**config.mk**
```make
export PLATFORM = sky130hd
export DESIGN_NAME = rf_load_ctrl_flat
export DESIGN_NICKNAME = d
export VERILOG_FILES = /design/src/rtl/rf_load_ctrl_if.sv /design/src/rtl/rf_load_ctrl.sv /design/src/flat_wrapper.sv
export SDC_FILE = /design/constraint.sdc
export NUM_CORES = 1
export LEC_CHECK = 0
export BUFFER_PORTS_ARGS = -buffer_cell sky130_fd_sc_hd__buf_2
export CAP_MARGIN = 20
export CORE_MARGIN = 10
export CORE_UTILIZATION = 50
export DETAILED_ROUTE_END_ITERATION = 8
export GPL_TIMING_DRIVEN = 0
export PLACE_DENSITY = 0.94
export SLEW_MARGIN = 15
export SYNTH_ARGS = -nofsm -noshare
export SYNTH_HDL_FRONTEND = slang
export SYNTH_SLANG_ARGS = --single-unit
```
**constraint.sdc**
```tcl
create_clock -name clk -period 3.2 [get_ports clk]
set_input_delay 0 -clock clk [delete_from_list [all_inputs] [get_ports clk]]
set_output_delay 0 -clock clk [all_outputs]
set_load 0.1 [all_outputs]
```
**src/rtl/rf_load_ctrl_if.sv**
```systemverilog
// Row-load bus between rf_load_ctrl and its environment: input row stream,
// register-file write port and multiplier launch/complete handshake.
interface rf_load_ctrl_if #(
    parameter int WIDTH = 8
);
    // Row stream: a row transfers on every rising edge where in_valid && in_ready.
    // in_valid and in_data come from the source; in_ready comes from the controller.
    // The controller raises in_ready only in LOAD, independent of in_valid.
    logic                 in_valid;
    logic                 in_ready;
    logic [8*WIDTH-1:0]   in_data;
    logic                 rf_enable;
    logic                 rf_write;
    logic [2:0]           rf_idx;
    logic [8*WIDTH-1:0]   rf_data;
    logic                 mac_start;
    logic                 mac_done;

    modport master (
        input  in_valid, in_data, mac_done,
        output in_ready, rf_enable, rf_write, rf_idx, rf_data, mac_start
    );

    modport slave (
        output in_valid, in_data, mac_done,
        input  in_ready, rf_enable, rf_write, rf_idx, rf_data, mac_start
    );
endinterface

```
**src/rtl/rf_load_ctrl.sv**
```systemverilog
// Loads ROWS rows into a register file, launches the multiply and waits for it.
// Optional WAIT watchdog with sticky error flag: define RF_LOAD_TIMEOUT_EN.
module rf_load_ctrl #(
    parameter int ROWS    = 8,
    parameter int WIDTH   = 8,
    parameter int TIMEOUT = 1023
) (
    input  logic          clk,
    input  logic          rst_n,
    input  logic          start,
    input  logic          abort,
    rf_load_ctrl_if.master bus,
    output logic          busy,
    output logic          done,
    output logic          error,
    output logic [2:0]    state_dbg
);
    localparam int CW = (ROWS > 1) ? $clog2(ROWS) : 1;
    localparam logic [CW-1:0] LAST_ROW = CW'(ROWS - 1);

    if (ROWS < 1 || ROWS > 8 || TIMEOUT < 1) begin : g_bad_param
        $error("rf_load_ctrl: ROWS must be 1..8 and TIMEOUT at least 1");
    end

    typedef enum logic [2:0] {
        IDLE  = 3'd0,
        LOAD  = 3'd1,
        START = 3'd2,
        WAIT  = 3'd3,
        DONE  = 3'd4
    } state_t;

    state_t        state, state_next;
    logic [CW-1:0] row_cnt;
    logic          handshake;
    logic          wr;
    logic          accept;
    logic          timeout;

    assign handshake = bus.in_valid && (state == LOAD);
    // A handshake that coincides with abort is dropped, so it never writes.
    assign wr        = handshake && !abort;
    assign accept    = (state == IDLE) && start && !abort;
    assign state_dbg = state;

    always_ff @(posedge clk) begin
        if (!rst_n) state <= IDLE;
        else        state <= state_next;
    end

    always_comb begin
        state_next    = state;
        bus.in_ready  = 1'b0;
        bus.mac_start = 1'b0;
        done          = 1'b0;
        busy          = (state != IDLE);
        case (state)
            IDLE:  if (start) state_next = LOAD;
            LOAD: begin
                bus.in_ready = 1'b1;
                if (handshake && row_cnt == LAST_ROW) state_next = START;
            end
            START: begin
                bus.mac_start = 1'b1;
                state_next    = WAIT;
            end
            WAIT: begin
                if (bus.mac_done)  state_next = DONE;
                else if (timeout)  state_next = IDLE;
            end
            DONE: begin
                done       = 1'b1;
                state_next = IDLE;
            end
            default: state_next = IDLE;
        endcase
        if (abort) state_next = IDLE;
    end

    always_ff @(posedge clk) begin
        if (!rst_n) begin
            row_cnt       <= '0;
            bus.rf_enable <= 1'b0;
            bus.rf_write  <= 1'b0;
            bus.rf_idx    <= 3'd0;
            bus.rf_data   <= '0;
        end else begin
            bus.rf_enable <= wr;
            bus.rf_write  <= wr;
            if (wr) begin
                bus.rf_idx  <= 3'(row_cnt);
                bus.rf_data <= bus.in_data;
            end
            // The last row leaves row_cnt at ROWS-1; the next start clears it.
            if (abort || accept)
                row_cnt <= '0;
            else if (wr && row_cnt != LAST_ROW)
                row_cnt <= row_cnt + 1'b1;
        end
    end

`ifdef RF_LOAD_TIMEOUT_EN
    localparam int WDW = (TIMEOUT > 1) ? $clog2(TIMEOUT + 1) : 1;
    logic [WDW-1:0] watchdog;

    // The TIMEOUT-th WAIT cycle without mac_done gives up on the multiplier.
    assign timeout = (state == WAIT) && !bus.mac_done && (watchdog == WDW'(TIMEOUT - 1));

    always_ff @(posedge clk) begin
        if (!rst_n) begin
            watchdog <= '0;
            error    <= 1'b0;
        end else begin
            if (state == START)     watchdog <= '0;
            else if (state == WAIT) watchdog <= watchdog + 1'b1;
            if (!abort) begin
                if (timeout)     error <= 1'b1;
                else if (accept) error <= 1'b0;
            end
        end
    end
`else
    assign timeout = 1'b0;
    assign error   = 1'b0;
`endif

endmodule

```
**src/flat_wrapper.sv**
```systemverilog
// flat-port wrapper written by rule: the top's interface ports become plain ports
module rf_load_ctrl_flat 
#(
    parameter int ROWS    = 8,
    parameter int WIDTH   = 8,
    parameter int TIMEOUT = 1023
)
  (clk, rst_n, start, abort, busy, done, error, state_dbg, bus_in_valid, bus_in_data, bus_mac_done, bus_in_ready, bus_rf_enable, bus_rf_write, bus_rf_idx, bus_rf_data, bus_mac_start);
  rf_load_ctrl_if #(.WIDTH(WIDTH)) bus_i ();
  input  logic clk;
  input  logic rst_n;
  input  logic start;
  input  logic abort;
  output logic busy;
  output logic done;
  output logic error;
  output logic [2:0] state_dbg;
  input wire logic [$bits(bus_i.in_valid)-1:0] bus_in_valid;
  input wire logic [$bits(bus_i.in_data)-1:0] bus_in_data;
  input wire logic [$bits(bus_i.mac_done)-1:0] bus_mac_done;
  output wire logic [$bits(bus_i.in_ready)-1:0] bus_in_ready;
  output wire logic [$bits(bus_i.rf_enable)-1:0] bus_rf_enable;
  output wire logic [$bits(bus_i.rf_write)-1:0] bus_rf_write;
  output wire logic [$bits(bus_i.rf_idx)-1:0] bus_rf_idx;
  output wire logic [$bits(bus_i.rf_data)-1:0] bus_rf_data;
  output wire logic [$bits(bus_i.mac_start)-1:0] bus_mac_start;
  assign bus_i.in_valid = bus_in_valid;
  assign bus_i.in_data = bus_in_data;
  assign bus_i.mac_done = bus_mac_done;
  assign bus_in_ready = bus_i.in_ready;
  assign bus_rf_enable = bus_i.rf_enable;
  assign bus_rf_write = bus_i.rf_write;
  assign bus_rf_idx = bus_i.rf_idx;
  assign bus_rf_data = bus_i.rf_data;
  assign bus_mac_start = bus_i.mac_start;
  rf_load_ctrl #(.ROWS(ROWS), .WIDTH(WIDTH), .TIMEOUT(TIMEOUT)) u_core (.clk(clk), .rst_n(rst_n), .start(start), .abort(abort), .bus(bus_i), .busy(busy), .done(done), .error(error), .state_dbg(state_dbg));
endmodule
```
==> results.md, run 1 <==
| Result | This run |
|:---|:---|
| Run status | complete, no violations |
| Number of synthesized register bits | 74 |
| Average cell area after synthesis | 9.06 um^2 |
| Tcrit/Tclk final | 53.8% |
| Wire length of the first global-routing pass | 16.6 mm |
| Die Height | 98.4 um |
| Starting density of the core | 51.6% |
| Fill cells | 409 |
| Crit Path Max Fanout | 10 |
| Clock buffers created by TritonCTS | 9 |
| Commonest non-fill, non-tap cells in the layout | 150 x sky130_fd_sc_hd__buf_2, 134 x sky130_fd_sc_hd__nand2_1, 74 x sky130_fd_sc_hd__dfxtp_1, 67 x sky130_fd_sc_hd__mux2i_1, 66 x sky130_fd_sc_hd__dlygate4sd3_1 |
| Highest attainable clock frequency | 581 MHz |
| Instance area after placement | 3900 um^2 |
| Clock Power Share | 32.8% |
| Final Hold Violating Endpoints | 0 |
| Post-CTS setup buffers | 0 |
| Classification of the worst-slack hold path | input pin to flip-flop |
| Remaining antenna violation count after routing | 0 |
| Leak Pwr | 2.18 nW |
| Area of the die | 9680 um^2 |
| Fin crit period | 1.72 ns |
| Hold-fix buffers, CTS | 66 |
| Clock tree root buffer cell | sky130_fd_sc_hd__clkbuf_8 |
| Data required time at the worst endpoint | 3.20 ns |
| Floorplan row count | 28 |
| Max-slew violations | 0 |
| Measured slew at the worst slew-check pin | 0.510 ns |
| Total of buffers placed on input and output ports | 144 |
| Fraction of the yosys area taken by sequential cells | 48.2% |
| Relative slew margins | 66.2% |
| Area of the core | 5960 um^2 |
| Layout Skew | 0.00329 ns |
| Fraction of power consumed by combinational cells | 17.7% |
| Count of instances resized after the clock tree is built | 0 |
| DP Wirelength | 6.64 mm |
| Synthesis-to-finish area growth | 53.9% |
| Cell area after layout | 4730 um^2 |
| Vias in the first global route | 3377 |
| Number of synthesis warnings | 0 |
| GRT Total Usage | 20.5% |
| H-tree level count | 3 |
| Endpoint kind of the worst setup timing path | output port |
| Via-per-instance ratio | 4.91 |
| Pin count of the biggest net entering global routing | 12 |
| Critical path start-end classification | flip-flop to output port |
| TritonCTS clock tree | yes |
| Ys flop type | sky130_fd_sc_hd__dfxtp_1 |
| RSZ-0062 raised after global routing | false |
| FFs w/ async S/R, synth | 0% |
| WL per Instance | 16.5 um |
| Sequential Power Share | 49.5% |
| Sink Count | 74 |
| Synth cell types | 30 |
| Net switching power of the design | 541 uW |
| Die W | 98.4 um |
| Number of DRC violations after detailed-routing iteration 0 | 116 |
| Clock tree buffer depth | 2 |
| Routed Wire Length | 10.6 mm |
| Setup total negative slack | 0 ns |
| Count of boundary I/O pins | 147 |
| Number of synthesized flops with an enable pin | 0 |
| Clock transition at the register clock pins on the worst setup and hold paths after CTS | 0.07 ns |
| Post-synthesis instance area | 3070 um^2 |
| Final-report setup violation count | 0 |
| Leading cell type in the layout, fill and taps excluded | sky130_fd_sc_hd__buf_2 |
| Pwr per Cell Area | 402 nW/um^2 |
| Total via count after detailed routing | 3157 |
| Post-synthesis instance total | 339 |
| Worst Path Arrival | 1.72 ns |
| Post-synthesis net count | 411 |
| Total DRC errors in the routed layout | 0 |
| Fin nets | 632 |
| RD Place Congestion | 0.775 |
| Antenna violations before repair | 3 |
| Share of layout cells above drive strength 1 | 31.5% |
| Peak VDD IR | 292 uV |
| Reported max-cap violation count | 0 |
| DRT Pass-1 Iters | 4 |
| Element type at the critical path start | flip-flop |
| Overflow after GRT | 0 |
| Net Sw Frac | 28.5% |
| Insertion delay to the later sink of the worst-skew pair | 0.33 ns |
| Design internal power | 1.36 mW |
[flip-flops by register name, indices dropped and copies added, names as in the netlist]
signal / cells
u_core.bus.rf_idx: 3
u_core.bus.rf_write: 1
u_core.bus.rf_data: 64
u_core.row_cnt: 3
u_core.state_dbg: 3
[synth_stat cells, drive strengths merged (2+ instances only)]
| library cell | number | area [um^2] |
|---|---|---|
| a21oi | 4 | 20.0 |
| and2 | 2 | 12.5 |
| and3 | 2 | 12.5 |
| buf | 16 | 113 |
| clkbuf | 11 | 41.3 |
| dfxtp | 74 | 1480 |
| ha | 2 | 25.0 |
| mux2i | 67 | 671 |
| nand2 | 134 | 503 |
| nand3 | 2 | 10.0 |
| nor2 | 4 | 22.5 |
| nor2b | 2 | 12.5 |
| nor3b | 2 | 15.0 |
| nor4 | 2 | 12.5 |
| o21ai | 4 | 20.0 |
| or3 | 2 | 12.5 |
[worst max-delay path, stage by stage (launching register included)]
cell and delay, ns:
sky130_fd_sc_hd__dfxtp_1 0.36, sky130_fd_sc_hd__clkbuf_1 0.34, sky130_fd_sc_hd__or3_1 0.24, sky130_fd_sc_hd__buf_2 0.45
[cell families after synthesis]
family / Yosys count / share of synthesized area, %
flip-flops: 74 / 48.2
buffers and inverters: 28 / 5.13
other: 1 / 0.122
adder cells (fa/ha/maj): 2 / 0.814
multiplexers: 67 / 21.8
AO/OA/AOI/OAI: 10 / 1.95
AND/OR/NAND/NOR: 157 / 21.9
[path summary, 6_finish.rpt]
check	from	endpoint	slack [ns]	cells after the start
worst min-delay path	abort	u_core.row_cnt[1]	0.03	4
worst max register to register	u_core.row_cnt[0]	u_core.state_dbg[1]	1.55	5
worst max-delay path	u_core.state_dbg[2]	busy	1.48	3
worst min register to register	u_core.bus.rf_data[34]	u_core.bus.rf_data[34]	0.46	2
[power groups by stage]
stage	Clock [mW]	Sequential (mW)	Combinational (mW)
after global routing	0.672	0.942	0.355
after CTS	0.631	0.940	0.328
after global placement	0	0.961	0.260
after detailed placement	0	0.962	0.265
final	0.623	0.941	0.337
after floorplan	0	1.06	0.0946
[routing by layer]
layer	track usage [%]	part of all wire [%]
met4	6.84	1.8
met1	20.1	36
met2	39.6	55
met5	0	0
met3	6.13	7.1
[metrics by stage]
step | utilization, % | cells | worst slack (ns) | power [mW] | hold WS, ns
2_1_floorplan | - | 339 | 0.659 | 1.15 | 0.142
3_3_place_gp | 65.4 | 558 | 1.61 | 1.22 | 0.247
3_5_place_dp | 65.4 | 558 | 1.59 | 1.23 | 0.255
4_1_cts | 79.3 | 640 | 1.52 | 1.90 | 0.0298
5_1_grt | 79.4 | 643 | 1.37 | 1.97 | 0.0647
6_report | 79.4 | 643 | 1.48 | 1.90 | 0.0350
[area by class of cell]
cell class / count / area (um^2) / share of cell area [%]
antenna: 3 / 7.51 / 0.159
buffer: 27 / 154 / 3.25
clock buffer: 13 / 149 / 3.15
clock inverter: 3 / 15.0 / 0.317
inverter: 1 / 3.75 / 0.0794
multi-input combinational: 237 / 1440 / 30.5
sequential: 74 / 1480 / 31.3
tap: 75 / 93.8 / 1.98
timing repair buffer: 210 / 1380 / 29.2
No activity file was read; power rests on OpenSTA's default activity.
==> run 2: changes to the inputs <==
--- a/config.mk
+++ b/config.mk
@@ -5,13 +5,14 @@
 export SDC_FILE = /design/constraint.sdc
 export NUM_CORES = 1
 export LEC_CHECK = 0
+export ABC_AREA = 1
 export BUFFER_PORTS_ARGS = -buffer_cell sky130_fd_sc_hd__buf_2
 export CAP_MARGIN = 20
 export CORE_MARGIN = 10
-export CORE_UTILIZATION = 50
+export CORE_UTILIZATION = 40
 export DETAILED_ROUTE_END_ITERATION = 8
 export GPL_TIMING_DRIVEN = 0
-export PLACE_DENSITY = 0.94
+export PLACE_DENSITY = 0.84
 export SLEW_MARGIN = 15
 export SYNTH_ARGS = -nofsm -noshare
 export SYNTH_HDL_FRONTEND = slang
==> constraint.sdc (replaced) <==
create_clock -name clk -period 1.4 [get_ports clk]
set_input_delay 0 -clock clk [delete_from_list [all_inputs] [get_ports clk]]
set_output_delay 0 -clock clk [all_outputs]
set_load 0.1 [all_outputs]
==> results.md, run 2 <==
| Result | This run | vs previous |
|:---|:---|:---|
| Run status | complete, no violations | unchanged |
| RSZ-0062 raised after global routing | true | was false |
| DP Wirelength | 6.44 mm | was 6.64 mm |
| Final Hold Violating Endpoints | 0 | unchanged |
| Cells taking the most area after synthesis | sky130_fd_sc_hd__dfxtp_1 54%, sky130_fd_sc_hd__nor2_1 20%, sky130_fd_sc_hd__o21ai_0 11% | was sky130_fd_sc_hd__dfxtp_1 48%, sky130_fd_sc_hd__mux2i_1 22%, sky130_fd_sc_hd__nand2_1 16% |
| Clock buffers created by TritonCTS | 9 | unchanged |
| RR Endpoint | u_core.bus.rf_data[10] | was u_core.state_dbg[1] |
| Area of the core | 6760 um^2 | was 5960 um^2 |
| Routed Wire Length | 10.3 mm | was 10.6 mm |
| DRT Pass-1 Iters | 5 | was 4 |
| Leading cell type in the layout, fill and taps excluded | sky130_fd_sc_hd__buf_2 | unchanged |
| Peak VDD IR | 774 uV | was 292 uV |
| GRT Total Usage | 17.8% | was 20.5% |
| Critical path start-end classification | flip-flop to flip-flop | was flip-flop to output port |
| Via-per-instance ratio | 4.72 | was 4.91 |
| Area of the die | 10600 um^2 | was 9680 um^2 |
| Data required time at the worst endpoint | 1.63 ns | was 3.20 ns |
| Measured slew at the worst slew-check pin | 0.565 ns | was 0.510 ns |
| Worst hold slack after final layout | 0.0159 ns | was 0.0350 ns |
| Synthesis-to-finish area growth | 73.5% | was 53.9% |
| Hold worst-path end | u_core.bus.rf_write | was u_core.row_cnt[1] |
| Setup total negative slack | 0 ns | unchanged |
| Ys flop type | sky130_fd_sc_hd__dfxtp_1 | unchanged |
| Endpoint kind of the worst setup timing path | flip-flop | was output port |
| Classification of the worst-slack hold path | input pin to flip-flop | unchanged |
| Leak Pwr | 2.31 nW | was 2.18 nW |
| Dominant cell by count in the synthesized netlist | sky130_fd_sc_hd__nor2_1 | was sky130_fd_sc_hd__nand2_1 |
| Highest attainable clock frequency | 725 MHz |  |
| Antenna violations before repair | 0 | was 3 |
| Clock transition at the register clock pins on the worst setup and hold paths after CTS | 0.07 ns | about the same |
| Synth cell types | 19 | was 30 |
| Clock tree root buffer cell | sky130_fd_sc_hd__clkbuf_8 | unchanged |
| Largest register FFs | 64 | unchanged |
| Starting density of the core | 40.9% | was 51.6% |
| H-tree level count | 3 | unchanged |
| Number of synthesized flops with an enable pin | 0 | unchanged |
| Post-synthesis instance area | 2760 um^2 | was 3070 um^2 |
| Area share of the largest cell type after synthesis | 53.6% | was 48.2% |
| Crit Path Max Fanout | 10 | unchanged |
| Fin nets | 667 | was 632 |
| Tcrit/Tclk final | 98.5% |  |
| Relative slew margins | 62.3% | was 66.2% |
| Reported max-cap violation count | 0 | unchanged |
| Overflow after GRT | 0 | unchanged |
| Count of boundary I/O pins | 147 | unchanged |
| Total of buffers placed on input and output ports | 145 | was 144 |
| Pin count of the biggest net entering global routing | 13 | was 12 |
| Total DRC errors in the routed layout | 0 | unchanged |
| Worst reg-to-reg path cell count | 8 | was 5 |
| Fill cells | 516 | was 409 |
| Worst Path Arrival | 1.61 ns | was 1.72 ns |
| Fin crit period | 1.38 ns |  |
| Commonest non-fill, non-tap cells in the layout | 147 x sky130_fd_sc_hd__buf_2, 136 x sky130_fd_sc_hd__nor2_1, 70 x sky130_fd_sc_hd__dfxtp_1, 66 x sky130_fd_sc_hd__dlygate4sd3_1, 38 x sky130_fd_sc_hd__o21ai_0 | was 150 x sky130_fd_sc_hd__buf_2, 134 x sky130_fd_sc_hd__nand2_1, 74 x sky130_fd_sc_hd__dfxtp_1, 67 x sky130_fd_sc_hd__mux2i_1, 66 x sky130_fd_sc_hd__dlygate4sd3_1 |
| Average cell area after synthesis | 7.63 um^2 | was 9.06 um^2 |
| Number of standard cells in the final layout excluding fillers | 682 | was 643 |
| Most used standard cells in the synthesized netlist | 147 x sky130_fd_sc_hd__nor2_1, 74 x sky130_fd_sc_hd__dfxtp_1, 58 x sky130_fd_sc_hd__o21ai_0 | was 134 x sky130_fd_sc_hd__nand2_1, 74 x sky130_fd_sc_hd__dfxtp_1, 67 x sky130_fd_sc_hd__mux2i_1 |
| Post-synthesis instance total | 362 | was 339 |
| Die Height | 103 um | was 98.4 um |
| WL per Instance | 15.2 um | was 16.5 um |
| Wire length of the first global-routing pass | 15.0 mm | was 16.6 mm |
| Sink Count | 74 | unchanged |
| Post-Place Worst Slack | -0.0433 ns | was 1.59 ns |
| Max-slew violations | 0 | unchanged |
| Placed insts | 587 | was 558 |
| Launch point of the worst hold path | rst_n | was abort |
| Worst Setup Slack, final | 0.0205 ns | was 1.48 ns |
| Floorplan row count | 30 | was 28 |
| Layout Skew | 0.0140 ns | was 0.00329 ns |
| Number of synthesis warnings | 0 | unchanged |
| Element type at the critical path start | flip-flop | unchanged |
| Total via count after detailed routing | 3220 | was 3157 |
| Fraction of the yosys area taken by sequential cells | 53.6% | was 48.2% |
| Hold Path Depth | 3 | was 4 |
| Insertion delay to the later sink of the worst-skew pair | 0.34 ns | was 0.33 ns |
| Die W | 103 um | was 98.4 um |
| Cell accounting for the most synthesized area | sky130_fd_sc_hd__dfxtp_1 | unchanged |
| Number of synthesized register bits | 74 | unchanged |
| Reg2reg start | u_core.state_dbg[2] | was u_core.row_cnt[0] |
| Final-report setup violation count | 0 | unchanged |
| Share of layout cells above drive strength 1 | 37.0% | was 31.5% |
| FFs w/ async S/R, synth | 0% | unchanged |
| Number of DRC violations after detailed-routing iteration 0 | 99 | was 116 |
| RD Place Congestion | 0.792 | was 0.775 |
| Clock tree buffer depth | 2 | unchanged |
| Worst reg-to-reg setup slack | 0.02 ns | was 1.55 ns |
| TritonCTS clock tree | yes | unchanged |
| Remaining antenna violation count after routing | 0 | unchanged |
| Pwr per Cell Area | 1010 nW/um^2 | was 402 nW/um^2 |
| Vias in the first global route | 3170 | was 3377 |
| Post-synthesis net count | 434 | was 411 |
| Register bank with the most flops | u_core.bus.rf_data | unchanged |
## run 2: cell types whose count changed after synthesis, sizes merged, moves of 4 or more
| cell | before | now |
|---|---|---|
| buf | 16 | 12 |
| nor2 | 4 | 148 |
| nand3 | 2 | 6 |
| nand2 | 134 | 17 |
| a21oi | 4 | 0 |
| mux2i | 67 | 0 |
| o21ai | 4 | 67 |
| inv | 1 | 19 |
## run 2: cells by family after synthesis
group / after synthesis / share of synthesized area (%)
adders and majority gates: 2 / 0.906
and+or+nand+nor: 176 / 25.2
AOI/OAI and AO/OA: 67 / 12.1
buffers and inverters: 42 / 8.02
other: 1 / 0.136
DFF: 74 / 53.6
## run 2: final cells by class
cell class              instances  area (um^2)  share of cell area, %
plain buffers                  23          190                   3.97
inverters                      19         82.6                   1.72
clock inverters                 6         56.3                   1.17
flip-flops and latches         74         1490                   31.2
clock buffers                  10          128                   2.66
well taps                      80          100                   2.09
repair buffers                222         1560                   32.6
diodes                          2         5.00                  0.104
multi-input cells             246         1170                   24.5
## run 2: worst max-delay path by stage
stage / startpoint / endpoint / slack [ns] / cells after the start
finish: u_core.state_dbg[2] / u_core.bus.rf_data[10] / 0.02 / 8
global route: u_core.state_dbg[2] / u_core.bus.rf_data[35] / -0.05 / 9
CTS: u_core.state_dbg[2] / u_core.bus.rf_data[12] / 0.002 / 8
detailed placement: u_core.state_dbg[2] / u_core.bus.rf_data[36] / -0.04 / 9
global placement: u_core.state_dbg[2] / u_core.bus.rf_data[12] / 0.003 / 8
floorplan: u_core.state_dbg[0] / u_core.bus.rf_data[10] / -0.52 / 7
## run 2: critical path: stages (launching register included)
cell and delay (ns):
sky130_fd_sc_hd__dfxtp_4 0.37, sky130_fd_sc_hd__inv_4 0.08, sky130_fd_sc_hd__nand2_4 0.05, sky130_fd_sc_hd__nor2_4 0.14, sky130_fd_sc_hd__nand2_4 0.12, sky130_fd_sc_hd__buf_8 0.16
sky130_fd_sc_hd__buf_6 0.14, sky130_fd_sc_hd__o21ai_1 0.14, sky130_fd_sc_hd__nor2_1 0.06
## run 2: repair_timing
action / CTS / global route
setup buffers: 1 / 6
gates cloned: 0 / 4
gates resized for setup: 5 / 62
setup endpoints to repair: 37 / 61
hold buffers: 66 / 0
hold endpoints to repair: 67 / 0
pin swaps: 1 / 7
## run 2: metal layers
layer | track usage (%) | share of wire (%) | up-vias
met4 | 7.06 | 1.8 | 0
met1 | 18.7 | 37 | 1451
met2 | 31.4 | 51 | 138
li1 | - | - | 1610
met5 | 0 | 0 | -
met3 | 6.64 | 10 | 21
## run 2: power by group
group	internal (mW)	switching (mW)
combinational	0.350	0.708
clock	0.813	0.782
sequential	2.16	0.0370
total	3.32	1.53
## run 2: through the flow
stage          area, um^2  util (%)  power (mW)
2_1_floorplan        2790         -        2.87
3_3_place_gp         3620      53.5        3.06
3_5_place_dp         3620      53.5        3.07
4_1_cts              4480      66.4        4.80
5_1_grt              4790      70.9        5.03
6_report             4790      70.9        4.84
